--- src/rtl/rf_pkg.sv ---
// Register-file constants shared by the register file and the writeback arbiter.
package rf_pkg;

  localparam int RF_AW   = 5;
  localparam int RF_DW   = 32;
  localparam int RF_NREG = 32;

  localparam logic [RF_AW-1:0] ZERO_REG = 5'd0;

  // Width of an index into n entries, never narrower than one bit.
  function automatic int idx_width(input int n);
    return (n > 1) ? $clog2(n) : 1;
  endfunction

endpackage

--- src/rtl/rf_wb_arbiter_chk.sv ---
// Runtime checks for the writeback arbiter: pointer range and grant exclusivity.
module rf_wb_arbiter_chk #(
  parameter int N_REQ = 3,
  parameter int PW    = 2
) (
  input logic             clk,
  input logic             rst,
  input logic [PW-1:0]    rr_ptr,
  input logic [N_REQ-1:0] req_ready
);

  ptr_in_range: assert property (@(posedge clk) disable iff (rst) 32'(rr_ptr) < N_REQ);

  grant_onehot0: assert property (@(posedge clk) disable iff (rst) $onehot0(req_ready));

endmodule

--- src/rtl/rr_arbiter.sv ---
// Round-robin arbiter: purely combinational rotate / priority-encode / unrotate.
// The request vector is rotated so that bit i_ptr sits at position 0.
// The lowest set bit is then picked, and the position is mapped back to a requester index.
module rr_arbiter #(
  parameter int N  = 3,
  parameter int PW = (N > 1) ? $clog2(N) : 1
) (
  input  logic [N-1:0]  i_req,
  input  logic [PW-1:0] i_ptr,
  output logic [N-1:0]  o_gnt,
  output logic [PW-1:0] o_gnt_idx,
  output logic          o_gnt_any
);

  localparam int PW1 = PW + 1;

  logic [2*N-1:0] w_dbl;
  logic [N-1:0]   w_rot;
  logic [PW-1:0]  w_pos;
  logic           w_found;
  logic [PW1-1:0] w_sum;

  // Rotate, priority-encode from position 0, then translate back to an absolute index.
  always_comb begin
    w_dbl   = {i_req, i_req} >> i_ptr;
    w_rot   = w_dbl[N-1:0];
    w_found = 1'b0;
    w_pos   = '0;
    for (int i = 0; i < N; i++) begin
      if (!w_found && w_rot[i]) begin
        w_found = 1'b1;
        w_pos   = PW'(i);
      end else begin
        w_found = w_found;
      end
    end
    w_sum = PW1'(i_ptr) + PW1'(w_pos);
    if (w_sum >= PW1'(N)) begin
      w_sum = w_sum - PW1'(N);
    end else begin
      w_sum = w_sum;
    end
    o_gnt_idx = w_sum[PW-1:0];
    o_gnt_any = w_found;
    if (w_found) begin
      o_gnt = {{(N-1){1'b0}}, 1'b1} << w_sum[PW-1:0];
    end else begin
      o_gnt = '0;
    end
  end

endmodule

--- src/rtl/rf_wb_arbiter.sv ---
// Shares the register file write port among N_REQ writeback requesters.
// A round-robin grant selects one requester, and a single registered stage drives RFWr/A3/WD.
// Writes to r0 complete the handshake but never assert RFWr.
module rf_wb_arbiter
  import rf_pkg::*;
#(
  parameter int  N_REQ = 3,
  parameter int  AW    = RF_AW,
  parameter int  DW    = RF_DW,
  localparam int PW    = (N_REQ > 1) ? $clog2(N_REQ) : 1
) (
  input  logic               clk,
  input  logic               rst,
  input  logic               wb_stall,
  input  logic [N_REQ-1:0]   req_valid,
  input  logic [N_REQ*AW-1:0] req_addr,
  input  logic [N_REQ*DW-1:0] req_data,
  output logic [N_REQ-1:0]   req_ready,
  output logic               RFWr,
  output logic [AW-1:0]      A3,
  output logic [DW-1:0]      WD,
  output logic [PW-1:0]      rr_ptr
);

  logic [N_REQ-1:0] w_req_m;
  logic [N_REQ-1:0] w_gnt;
  logic [PW-1:0]    w_gnt_idx;
  logic             w_gnt_any;
  logic [AW-1:0]    w_addr;
  logic [DW-1:0]    w_data;
  logic [PW-1:0]    w_ptr_nxt;

  logic             r_wr;
  logic [AW-1:0]    r_a3;
  logic [DW-1:0]    r_wd;
  logic [PW-1:0]    r_ptr;

  // Stall or reset hides every request from the arbiter, so no grant can escape.
  always_comb begin
    if (wb_stall || rst) begin
      w_req_m = '0;
    end else begin
      w_req_m = req_valid;
    end
  end

  rr_arbiter #(
    .N  (N_REQ),
    .PW (PW)
  ) u_arb (
    .i_req     (w_req_m),
    .i_ptr     (r_ptr),
    .o_gnt     (w_gnt),
    .o_gnt_idx (w_gnt_idx),
    .o_gnt_any (w_gnt_any)
  );

  assign req_ready = w_gnt;

  // Select the winner's address and data, and compute the pointer that follows the winner.
  always_comb begin
    w_addr = '0;
    w_data = '0;
    for (int i = 0; i < N_REQ; i++) begin
      w_addr = (w_gnt_idx == PW'(i)) ? req_addr[i*AW +: AW] : w_addr;
      w_data = (w_gnt_idx == PW'(i)) ? req_data[i*DW +: DW] : w_data;
    end
    if (w_gnt_idx == PW'(N_REQ - 1)) begin
      w_ptr_nxt = '0;
    end else begin
      w_ptr_nxt = w_gnt_idx + PW'(1'b1);
    end
  end

  // Write stage: capture the granted write; without a grant, only the enable drops.
  always_ff @(posedge clk or posedge rst) begin
    if (rst) begin
      r_wr  <= 1'b0;
      r_a3  <= '0;
      r_wd  <= '0;
      r_ptr <= '0;
    end else if (w_gnt_any) begin
      r_wr  <= (w_addr != AW'(ZERO_REG));
      r_a3  <= w_addr;
      r_wd  <= w_data;
      r_ptr <= w_ptr_nxt;
    end else begin
      r_wr  <= 1'b0;
      r_a3  <= r_a3;
      r_wd  <= r_wd;
      r_ptr <= r_ptr;
    end
  end

  assign RFWr   = r_wr;
  assign A3     = r_a3;
  assign WD     = r_wd;
  assign rr_ptr = r_ptr;

  rf_wb_arbiter_chk #(
    .N_REQ (N_REQ),
    .PW    (PW)
  ) u_chk (
    .clk       (clk),
    .rst       (rst),
    .rr_ptr    (r_ptr),
    .req_ready (w_gnt)
  );

endmodule

--- config.mk ---
export PLATFORM = sky130hd
export DESIGN_NAME = rf_wb_arbiter
export DESIGN_NICKNAME = d
export VERILOG_FILES = /design/src/rtl/rf_pkg.sv /design/src/rtl/rf_wb_arbiter_chk.sv /design/src/rtl/rr_arbiter.sv /design/src/rtl/rf_wb_arbiter.sv
export SDC_FILE = /design/constraint.sdc
export NUM_CORES = 1
export LEC_CHECK = 0
export BUFFER_PORTS_ARGS = -buffer_cell sky130_fd_sc_hd__buf_2
export CAP_MARGIN = 40
export CELL_PAD_IN_SITES_DETAIL_PLACEMENT = 0
export CELL_PAD_IN_SITES_GLOBAL_PLACEMENT = 2
export CORE_ASPECT_RATIO = 0.8
export CORE_MARGIN = 5
export CORE_UTILIZATION = 24
export CTS_CLUSTER_SIZE = 25
export DETAILED_ROUTE_END_ITERATION = 10
export GPL_TIMING_DRIVEN = 0
export PLACE_DENSITY = 0.87
export SLEW_MARGIN = 20
export SYNTH_ARGS = -nofsm -noshare
export SYNTH_HDL_FRONTEND = slang
export SYNTH_SLANG_ARGS = --single-unit
--- constraint.sdc ---
create_clock -name clk -period 11.28 [get_ports clk]
set_clock_uncertainty 0.15 [all_clocks]
set_input_delay 1.692 -clock clk [delete_from_list [all_inputs] [get_ports clk]]
set_output_delay 1.692 -clock clk [all_outputs]
set_load 0.05 [all_outputs]
==> results of run 1 <==
==> path summary, 6_finish.rpt <==
check,start,endpoint,depth (start not counted)
max,req_valid[0],req_ready[1],15
min,WD[11],WD[11],2
max reg2reg,rr_ptr[1],RFWr,14
min reg2reg,WD[11],WD[11],2
max in group asynchronous,rst,WD[11],3
min in group asynchronous,rst,WD[26],2
==> flip-flops by register name (all words and copies together) (netlist names) <==
| register | cells |
|---|---|
| A3 | 5 |
| RFWr | 1 |
| rr_ptr | 2 |
| WD | 32 |
==> cell usage after synthesis (2+ instances only) <==
library cell | count | area [um2]
buf_6 | 3 | 33.8
o21ai_0 | 16 | 80.1
o21ai_1 | 25 | 125
o221ai_1 | 2 | 17.5
clkbuf_1 | 6 | 22.5
nand2_1 | 41 | 154
buf_2 | 7 | 35.0
ha_1 | 2 | 25.0
a2bb2oi_1 | 25 | 219
mux2i_1 | 26 | 260
a21o_1 | 2 | 15.0
dfrtp_1 | 40 | 1000
a222oi_1 | 10 | 100
inv_1 | 4 | 15.0
buf_4 | 3 | 22.5
nor2_1 | 3 | 11.3
==> cells by family after synthesis <==
logic type / count (synthesis) / share of synthesized area
AO/OA/AOI/OAI: 90 / 0.272
adder cells (fa/ha/maj): 3 / 0.0188
buffers and inverters: 23 / 0.0538
flip-flops: 40 / 0.418
multiplexers: 26 / 0.109
AND/OR/NAND/NOR: 61 / 0.129
==> routing by layer <==
metal | global-route usage | part of all wire | vias up
li1 | - | - | 1247
met4 | 0.0207 | 0.0017 | 0
met2 | 0.237 | 0.46 | 98
met1 | 0.183 | 0.46 | 1189
met5 | 0 | 0 | -
met3 | 0.0370 | 0.078 | 2
==> power groups by stage <==
stage	Clock, uW	Combinational, uW	Sequential (uW)
2_1_floorplan	0	491	470
3_3_place_gp	0	941	243
3_5_place_dp	0	948	246
4_1_cts	187	947	245
5_1_grt	191	1010	254
6_report	182	934	244
==> worst max-delay path: cells and delay by family <==
kind	cells	cell delay, ns
fa+ha+maj	3	1.09
buf+inv	6	1.01
compound gates	3	0.64
simple gates	3	0.51
==> cell type report <==
type / count / area (um2) / share of cell area
plain buffers: 19 / 114 / 0.0318
clock buffers: 5 / 125 / 0.0350
clock inverters: 2 / 60.1 / 0.0168
inverters: 4 / 15.0 / 0.00420
multi-input cells: 180 / 1270 / 0.354
flip-flops and latches: 40 / 1000 / 0.280
well taps: 136 / 170 / 0.0476
repair buffers: 160 / 823 / 0.230
==> through the flow <==
stage	area (um2)	total power [uW]	hold WS, ns	setup slack, ns	util
global placement	3360	1180	0.307	4.54	0.347
CTS	3580	1380	0.333	4.49	0.369
finish	3580	1360	0.327	4.50	0.369
floorplan	2400	961	0.594	5.00	-
global route	3580	1460	0.358	4.26	0.369
detailed placement	3390	1190	0.320	4.49	0.350
==> reports/metrics.yaml, run 1 <==
layout:
  final_common_cell: "buf_2"
  nets: 530
  drive_above_1_share: 0.461
  num_antenna_cells: 0
  area_delta_synth_final_pct: 49.2
  final_cell_mix: "buf_2 (166), nand2_1 (41), dfrtp_1 (40), mux2i_1 (26)"
  stdcell_count: 546
  fillers: 1040
route:
  post_drt_wl_per_cell_um: 15.8
  drtIter0Drc: 107
  firstDrtPassIters: 7
  route.detailed.drc: 0
  ant_nets: 0
  finalWirelength_um: 8620
  vias_per_cell: 4.64
  num_vias: 2536
worst_setup_path:
  required_ns: 9.44
  r2r_slack_ns: 7.33
  worstPathCellList: "buf_2 > nand2b_1 > o221ai_1 > o21ai_0 > nor3_1 > ha_1 > inv_1 > fa_1 > inv_1 > ha_1 > o31ai_1 > buf_4 > buf_4 > and2_1 > buf_2"
  slowest_delay_ns: 0.58
  cp_max_fo: 10
  arrival_ns: 4.94
  slowest_stage: "fa_1"
  critical_path_class: "input pin to output pin"
  cp-end-kind: "output pin"
  cp-start-kind: "input pin"
cts:
  cts_resized: 0
  cts_root_buffer: "clkbuf_16"
  clkSinkCount: 40
  worstSkewPairLatency_ns: 0.28
  cts_buffers: 5
  htree_levels: 2
  postCtsSetupRepairBufs: 0
  cts_tree: "done"
  clkTransAtPathRegs_ns: 0.06
  clock_path_buffers: 2
  cts_hold_buf: 0
pwr:
  p_per_area_nw_per_um2: 380
  p_leak_uw: 0.00194
  power.internal_uw: 671
  pwr-share-clk: 0.134
  switchingPower_uw: 689
  combPwrFrac: 0.687
  peakVddDrop_mv: 0.103
  sw_frac_of_total: 0.506
  power_frac_seq: 0.180
yosys:
  ys_seq_area_frac: 0.418
  ys_warn_count: 0
  synth_area_um2: 2400
  ys_types: 44
  syn_inst: 243
  synthFlopType: "dfrtp_1"
  synth_area_per_cell_um2: 9.87
  synth_edf_count: 0
  syn-num-nets: 363
  synthArstFlopShare: 1.00
  ys_ff_latch: 40
grt:
  antenna_found_initial: 0
  grt_max_degree: 22
  grt_overflow: 0
  grt_first_pass_wirelength_um: 13500
  first_global_vias: 2707
  track_usage: 0.140
floorplanning:
  core_um2: 9690
  rows: 32
  die_w_um: 122
  ios: 160
  dieArea_um2: 12100
  die_h_um: 99.4
  start_util: 0.247
place:
  place.port_buffers: 159
  dp_hpwl_um: 6860
  gp_congestion: 0.738
  dp_cells: 539
worst_hold_path:
  hold_class: "register to register"
run:
  drv_cap: 0
timing:
  setup_violations: 0
  fmax_ghz: 0.148
  rsz0062_at_grt: "no"
  hold_viol_final: 0
  period_minus_slack_ns: 6.78
  finalCritPeriodShare: 0.601
  setup_tns_ns: 0
  max_slew_margin: 0.571
  final_max_slew_viol_count: 0
  tightest_slew_ns: 0.640
outcome:
  run_status: "completed"
No activity file was read; power rests on OpenSTA's default activity.
==> run 2: changes to the inputs <==
CORE_UTILIZATION = 20   (was 24)
PLACE_DENSITY = 0.78   (was 0.87)
clock period = 5.8 ns   (was 11.28 ns; I/O delays follow)
==> run 2 against run 1 <==
Largest cell class unchanged. Critical endpoint unchanged. Non-clock buffer count did not move. Routed wire length rose by 2.8%. Combinational power rose by 96%.
==> reports/metrics.yaml, run 2 (synthesized netlist as in run 1, its figures left out) <==
timing:
  finalCritPeriodShare: 0.881
  final_max_slew_viol_count: 0  # unchanged
  period_minus_slack_ns: 5.11
  setup_tns_ns: 0  # unchanged
  holdWs_ns: 0.329  # +0.00167 ns
  tightest_slew_ns: 0.651  # +0.0110 ns
  fin_ws_ns: 0.690  # -3.81 ns
  setup_violations: 0  # unchanged
  hold_viol_final: 0  # unchanged
  rsz0062_at_grt: "no"
  fmax_ghz: 0.196
  max_slew_margin: 0.563  # -0.00739
pwr:
  peakVddDrop_mv: 0.220  # +110%
  power_frac_seq: 0.184  # +0.004
  power.internal_uw: 1240  # +85%
  combPwrFrac: 0.706  # +0.019
  p_leak_uw: 0.00192  # -0.88%
  pwr-share-clk: 0.110  # -0.024
  p_per_area_nw_per_um2: 731  # +92%
  power_uw: 2590  # +91%
  switchingPower_uw: 1350  # +96%
  sw_frac_of_total: 0.521  # +0.0148
place:
  pre_cts_ws_ns: 0.686  # -3.80 ns
  place.port_buffers: 159  # unchanged
  gp_congestion: 0.725  # -1.7%
  dp_hpwl_um: 7070  # +3.0%
floorplanning:
  ios: 160  # unchanged
  core_um2: 11600  # +20%
  start_util: 0.207  # -0.0408
  dieArea_um2: 14300  # +18%
  rows: 35  # +9.4%
  die_h_um: 108  # +8.6%
  die_w_um: 132  # +8.8%
worst_setup_path:
  arrival_ns: 4.09  # -0.85 ns
  cp_max_fo: 10  # unchanged
  required_ns: 4.78  # -4.66 ns
  critical_path_class: "input pin to output pin"
  r2r_slack_ns: 1.93  # -5.40 ns
  cp-end-kind: "output pin"
  cp-start-kind: "input pin"
cts:
  clkTransAtPathRegs_ns: 0.06  # about the same
  cts_resized: 0  # unchanged
  clkSinkCount: 40  # unchanged
  cts_tree: "done"
  clock_path_buffers: 2  # unchanged
  cts_hold_buf: 0  # unchanged
  htree_levels: 2  # unchanged
  postCtsSetupRepairBufs: 0  # unchanged
  cts_buffers: 5  # unchanged
  worstSkewPairLatency_ns: 0.28  # about the same
  cts_root_buffer: "clkbuf_16"
route:
  num_vias: 2515  # -0.83%
  route.detailed.drc: 0  # unchanged
  ant_nets: 0  # unchanged
  drtIter0Drc: 147  # +37%
  post_drt_wl_per_cell_um: 15.9  # +0.55%
  vias_per_cell: 4.51  # -3.0%
  firstDrtPassIters: 4  # -3
  finalWirelength_um: 8860  # +2.8%
layout:
  area_delta_synth_final_pct: 48.1
  largest_reg_flops: 32  # unchanged
  drive_above_1_share: 0.461  # unchanged
  final_common_cell: "buf_2"
  num_antenna_cells: 0  # unchanged
  final_cell_mix: "buf_2 (166), nand2_1 (41), dfrtp_1 (40), mux2i_1 (26)"
  nets: 530  # unchanged
grt:
  grt_overflow: 0  # unchanged
  antenna_found_initial: 0  # unchanged
  grt_max_degree: 26  # +18%
  first_global_vias: 2563  # -5.3%
  grt_first_pass_wirelength_um: 13500  # about the same
  track_usage: 0.118  # -0.0216
outcome:
  run_status: "completed"
run:
  drv_cap: 0  # unchanged
worst_hold_path:
  hold_class: "register to register"
==> run 2: changes by cell type in the layout (fill, tap and decap cells not counted) <==
cell / change
buf_16: -1
bufinv_16: -2
clkbuf_8: +2
buf_12: +1
==> run 2: cell type report <==
type,count,area [um2]
timing repair buffer,160,816
tap,148,185
inverter,4,15.0
buffer,19,114
clock buffer,7,153
sequential,40,1000
multi-input combinational,180,1270
fill,1229,8050
==> run 2: metrics by stage <==
| stage | instances | instance area, um2 | utilization |
|---|---|---|---|
| after floorplan | 243 | 2400 | - |
| after global placement | 550 | 3380 | 0.291 |
| after detailed placement | 551 | 3400 | 0.293 |
| after CTS | 558 | 3550 | 0.306 |
| after global routing | 558 | 3550 | 0.306 |
| final | 558 | 3550 | 0.306 |
==> run 2: routing by layer <==
| layer | up-vias | track usage | part of all wire |
|---|---|---|---|
| met5 | - | 0 | 0 |
| met4 | 0 | 0.0131 | 0.0026 |
| met3 | 5 | 0.0350 | 0.084 |
| met2 | 105 | 0.194 | 0.46 |
| met1 | 1159 | 0.159 | 0.45 |
| li1 | 1246 | - | - |
==> run 2: final timing paths <==
path | start | end | depth (start not counted)
min | WD[10] | WD[10] | 2
min in group asynchronous | rst | rr_ptr[1] | 2
min reg2reg | WD[10] | WD[10] | 2
max | req_valid[0] | req_ready[1] | 15
max reg2reg | rr_ptr[1] | RFWr | 14
max in group asynchronous | rst | WD[9] | 3
==> run 2: power by group through the flow <==
stage / clock (uW) / sequential (uW) / combinational (uW)
final: 285 / 476 / 1830
after global placement: 0 / 475 / 1860
after global routing: 309 / 495 / 2000
after detailed placement: 0 / 480 / 1870
after floorplan: 0 / 913 / 955
after CTS: 299 / 478 / 1870
==> run 2: critical path, stage by stage <==
cell and delay (ns):
buf_2 0.14, nand2b_1 0.17, o221ai_1 0.17, o21ai_0 0.12, nor3_1 0.16, ha_1 0.17, inv_1 0.04, fa_1 0.56
inv_1 0.07, ha_1 0.34, o31ai_1 0.32, buf_4 0.27, buf_4 0.23, and2_1 0.18, buf_2 0.27
==> run 3: changes to the inputs <==
CELL_PAD_IN_SITES_DETAIL_PLACEMENT = unset   (was 0)
CELL_PAD_IN_SITES_GLOBAL_PLACEMENT = unset   (was 2)
CORE_UTILIZATION = 35   (was 20)
GPL_ROUTABILITY_DRIVEN = 0   (was unset)
PLACE_DENSITY = 0.75   (was 0.78)
==> run 3 against run 2 <==
Non-clock buffer count did not move. Utilization rose by 20 points. Routed wire length fell by 12%. First-iteration DRC count fell by 42%. Clock power fell by 39%. Largest power group unchanged.
==> reports/metrics.yaml, run 3 (synthesized netlist as in run 1, its figures left out) <==
worst_setup_path:
  worstPathCellList: "buf_2 > nand2b_1 > o221ai_1 > o21ai_0 > nor3_1 > ha_1 > inv_1 > fa_1 > inv_1 > ha_1 > o31ai_1 > buf_4 > buf_4 > and2_1 > buf_2"
  cp-end-kind: "output pin"
  worstReg2RegStart: "rr_ptr[1]"
  reg2reg_to: "RFWr"
  cp-start-kind: "input pin"
  arrival_ns: 4.10  # about the same
  required_ns: 4.78  # about the same
  slowest_delay_ns: 0.57  # about the same
  cp_max_fo: 10  # unchanged
  r2r_slack_ns: 1.99  # +0.06 ns
  r2r_cells: 16  # +2
  startpoint: "req_valid[0]"
  slowest_stage: "fa_1"
  critical_path_class: "input pin to output pin"
grt:
  first_global_vias: 2559  # -0.16%
  track_usage: 0.179  # +0.0612
  use_met3: 0.0418  # +0.00672
  top_usage_layer: "met2"
  grt_use_met1: 0.219  # +0.0596
  antenna_found_initial: 0  # unchanged
  use_met2: 0.318  # +0.123
  grt_overflow: 0  # unchanged
  grt_first_pass_wirelength_um: 12200  # -9.7%
  grt_max_degree: 23  # -12%
route:
  finalWirelength_um: 7760  # -12%
  num_vias: 2521  # +0.24%
  ant_nets: 0  # unchanged
  firstDrtPassIters: 5  # +1
  vias_per_cell: 5.07  # +13%
  route.detailed.drc: 0  # unchanged
  post_drt_wl_per_cell_um: 15.6  # -1.6%
  drtIter0Drc: 85  # -42%
pwr:
  power_frac_seq: 0.194  # +0.010
  combPwrFrac: 0.735  # +0.029
  peakVddDrop_mv: 0.285  # +30%
  switchingPower_uw: 1300  # -4.0%
  sw_frac_of_total: 0.532  # +0.0106
  pwr-share-clk: 0.071  # -0.039
  power.internal_uw: 1140  # -8.0%
  p_leak_uw: 0.00189  # -1.6%
  p_per_area_nw_per_um2: 716  # -1.9%
timing:
  finalCritPeriodShare: 0.882  # +0.000920
  setup_violations: 0  # unchanged
  final_max_slew_viol_count: 0  # unchanged
  max_slew_margin: 0.656  # +0.0929
  hold_viol_final: 0  # unchanged
  setup_tns_ns: 0  # unchanged
  period_minus_slack_ns: 5.12  # +0.00534 ns
  tightest_slew_ns: 0.513  # -0.139 ns
  fmax_ghz: 0.195  # -0.10%
  rsz0062_at_grt: "no"
cts:
  clkSinkCount: 40  # unchanged
  cts_tree: "done"
  cts_buffers: 5  # unchanged
  clock_path_buffers: 2  # unchanged
  cts_resized: 0  # unchanged
  worstSkewPairLatency_ns: 0.29  # about the same
  cts_root_buffer: "clkbuf_8"
  postCtsSetupRepairBufs: 0  # unchanged
  cts_hold_buf: 0  # unchanged
  clkTransAtPathRegs_ns: 0.06  # about the same
  htree_levels: 2  # unchanged
floorplanning:
  die_w_um: 103  # -23%
  rows: 27  # -23%
  ios: 160  # unchanged
  core_um2: 6790  # -41%
  die_h_um: 84.0  # -22%
  start_util: 0.353  # +0.146
  dieArea_um2: 8620  # -40%
layout:
  final_cell_mix: "buf_2 (166), nand2_1 (41), dfrtp_1 (40), mux2i_1 (26)"
  nets: 530  # unchanged
  largest_reg_flops: 32  # unchanged
  area_delta_synth_final_pct: 42.1
  final_area_um2: 3410  # -4.1%
  drive_above_1_share: 0.459  # -0.00244
  final_common_cell: "buf_2"
  num_antenna_cells: 0  # unchanged
worst_hold_path:
  worstHoldEndpoint: "A3[2]"
  whs_path_depth: 2  # unchanged
  hold_start: "A3[2]"
  hold_class: "register to register"
place:
  place.port_buffers: 159  # unchanged
  dp_hpwl_um: 6270  # -11%
  dpl-instance-area_um2: 3330  # -2.0%
outcome:
  run_status: "completed"
run:
  drv_cap: 0  # unchanged
run 3: changes by cell type in the layout (fill, tap and decap cells not counted):
cell / before / now
clkbuf_1: 6 / 7
clkinv_2: 0 / 1
clkbuf_16: 5 / 0
buf_12: 1 / 0
clkbuf_8: 2 / 5
buf_16: 0 / 1
run 3: how the worst max path moves through the flow:
stage | slack (ns) | depth (start not counted) | end
floorplan | 1.16 | 13 | req_ready[1]
global placement | 0.76 | 15 | req_ready[1]
detailed placement | 0.70 | 15 | req_ready[1]
CTS | 0.69 | 15 | req_ready[1]
global route | 0.49 | 15 | req_ready[1]
finish | 0.68 | 15 | req_ready[1]
run 3: power groups by stage:
stage	Sequential (uW)	Clock, uW	Combinational (uW)
finish	473	173	1790
global route	490	193	1930
CTS	475	181	1820
detailed placement	478	0	1820
global placement	476	0	1790
floorplan	913	0	955
run 3: critical path: cells and delay by family:
kind	cells	cell delay, ns
AO/OA/AOI/OAI	3	0.66
adder cells (fa/ha/maj)	3	1.08
buffers and inverters	6	1.00
AND/OR/NAND/NOR	3	0.48
run 3: area by class of cell:
cell class / count / area (um2)
Fill cell: 670 / 3380
Buffer: 19 / 114
Clock inverter: 1 / 5.00
Sequential cell: 40 / 1000
Clock buffer: 6 / 72.6
Timing Repair Buffer: 160 / 823
Multi-Input combinational cell: 180 / 1270
Inverter: 4 / 15.0
Tap cell: 87 / 109
run 3: routing by layer:
metal	vias up	wire length [um]	part of all wire
li1	1250	-	-
met1	1149	3160	0.41
met2	118	3780	0.49
met3	4	775	0.10
met4	0	46	0.0059
met5	-	0	0
run 3: through the flow:
| step | setup WS [ns] | hold WS (ns) | total power (uW) | util | std cells |
|---|---|---|---|---|---|
| floorplan | 1.16 | 0.594 | 1870 | - | 243 |
| global placement | 0.759 | 0.313 | 2260 | 0.486 | 489 |
| detailed placement | 0.697 | 0.315 | 2290 | 0.490 | 490 |
| CTS | 0.692 | 0.330 | 2470 | 0.502 | 497 |
| global route | 0.487 | 0.354 | 2620 | 0.502 | 497 |
| finish | 0.685 | 0.330 | 2440 | 0.502 | 497 |
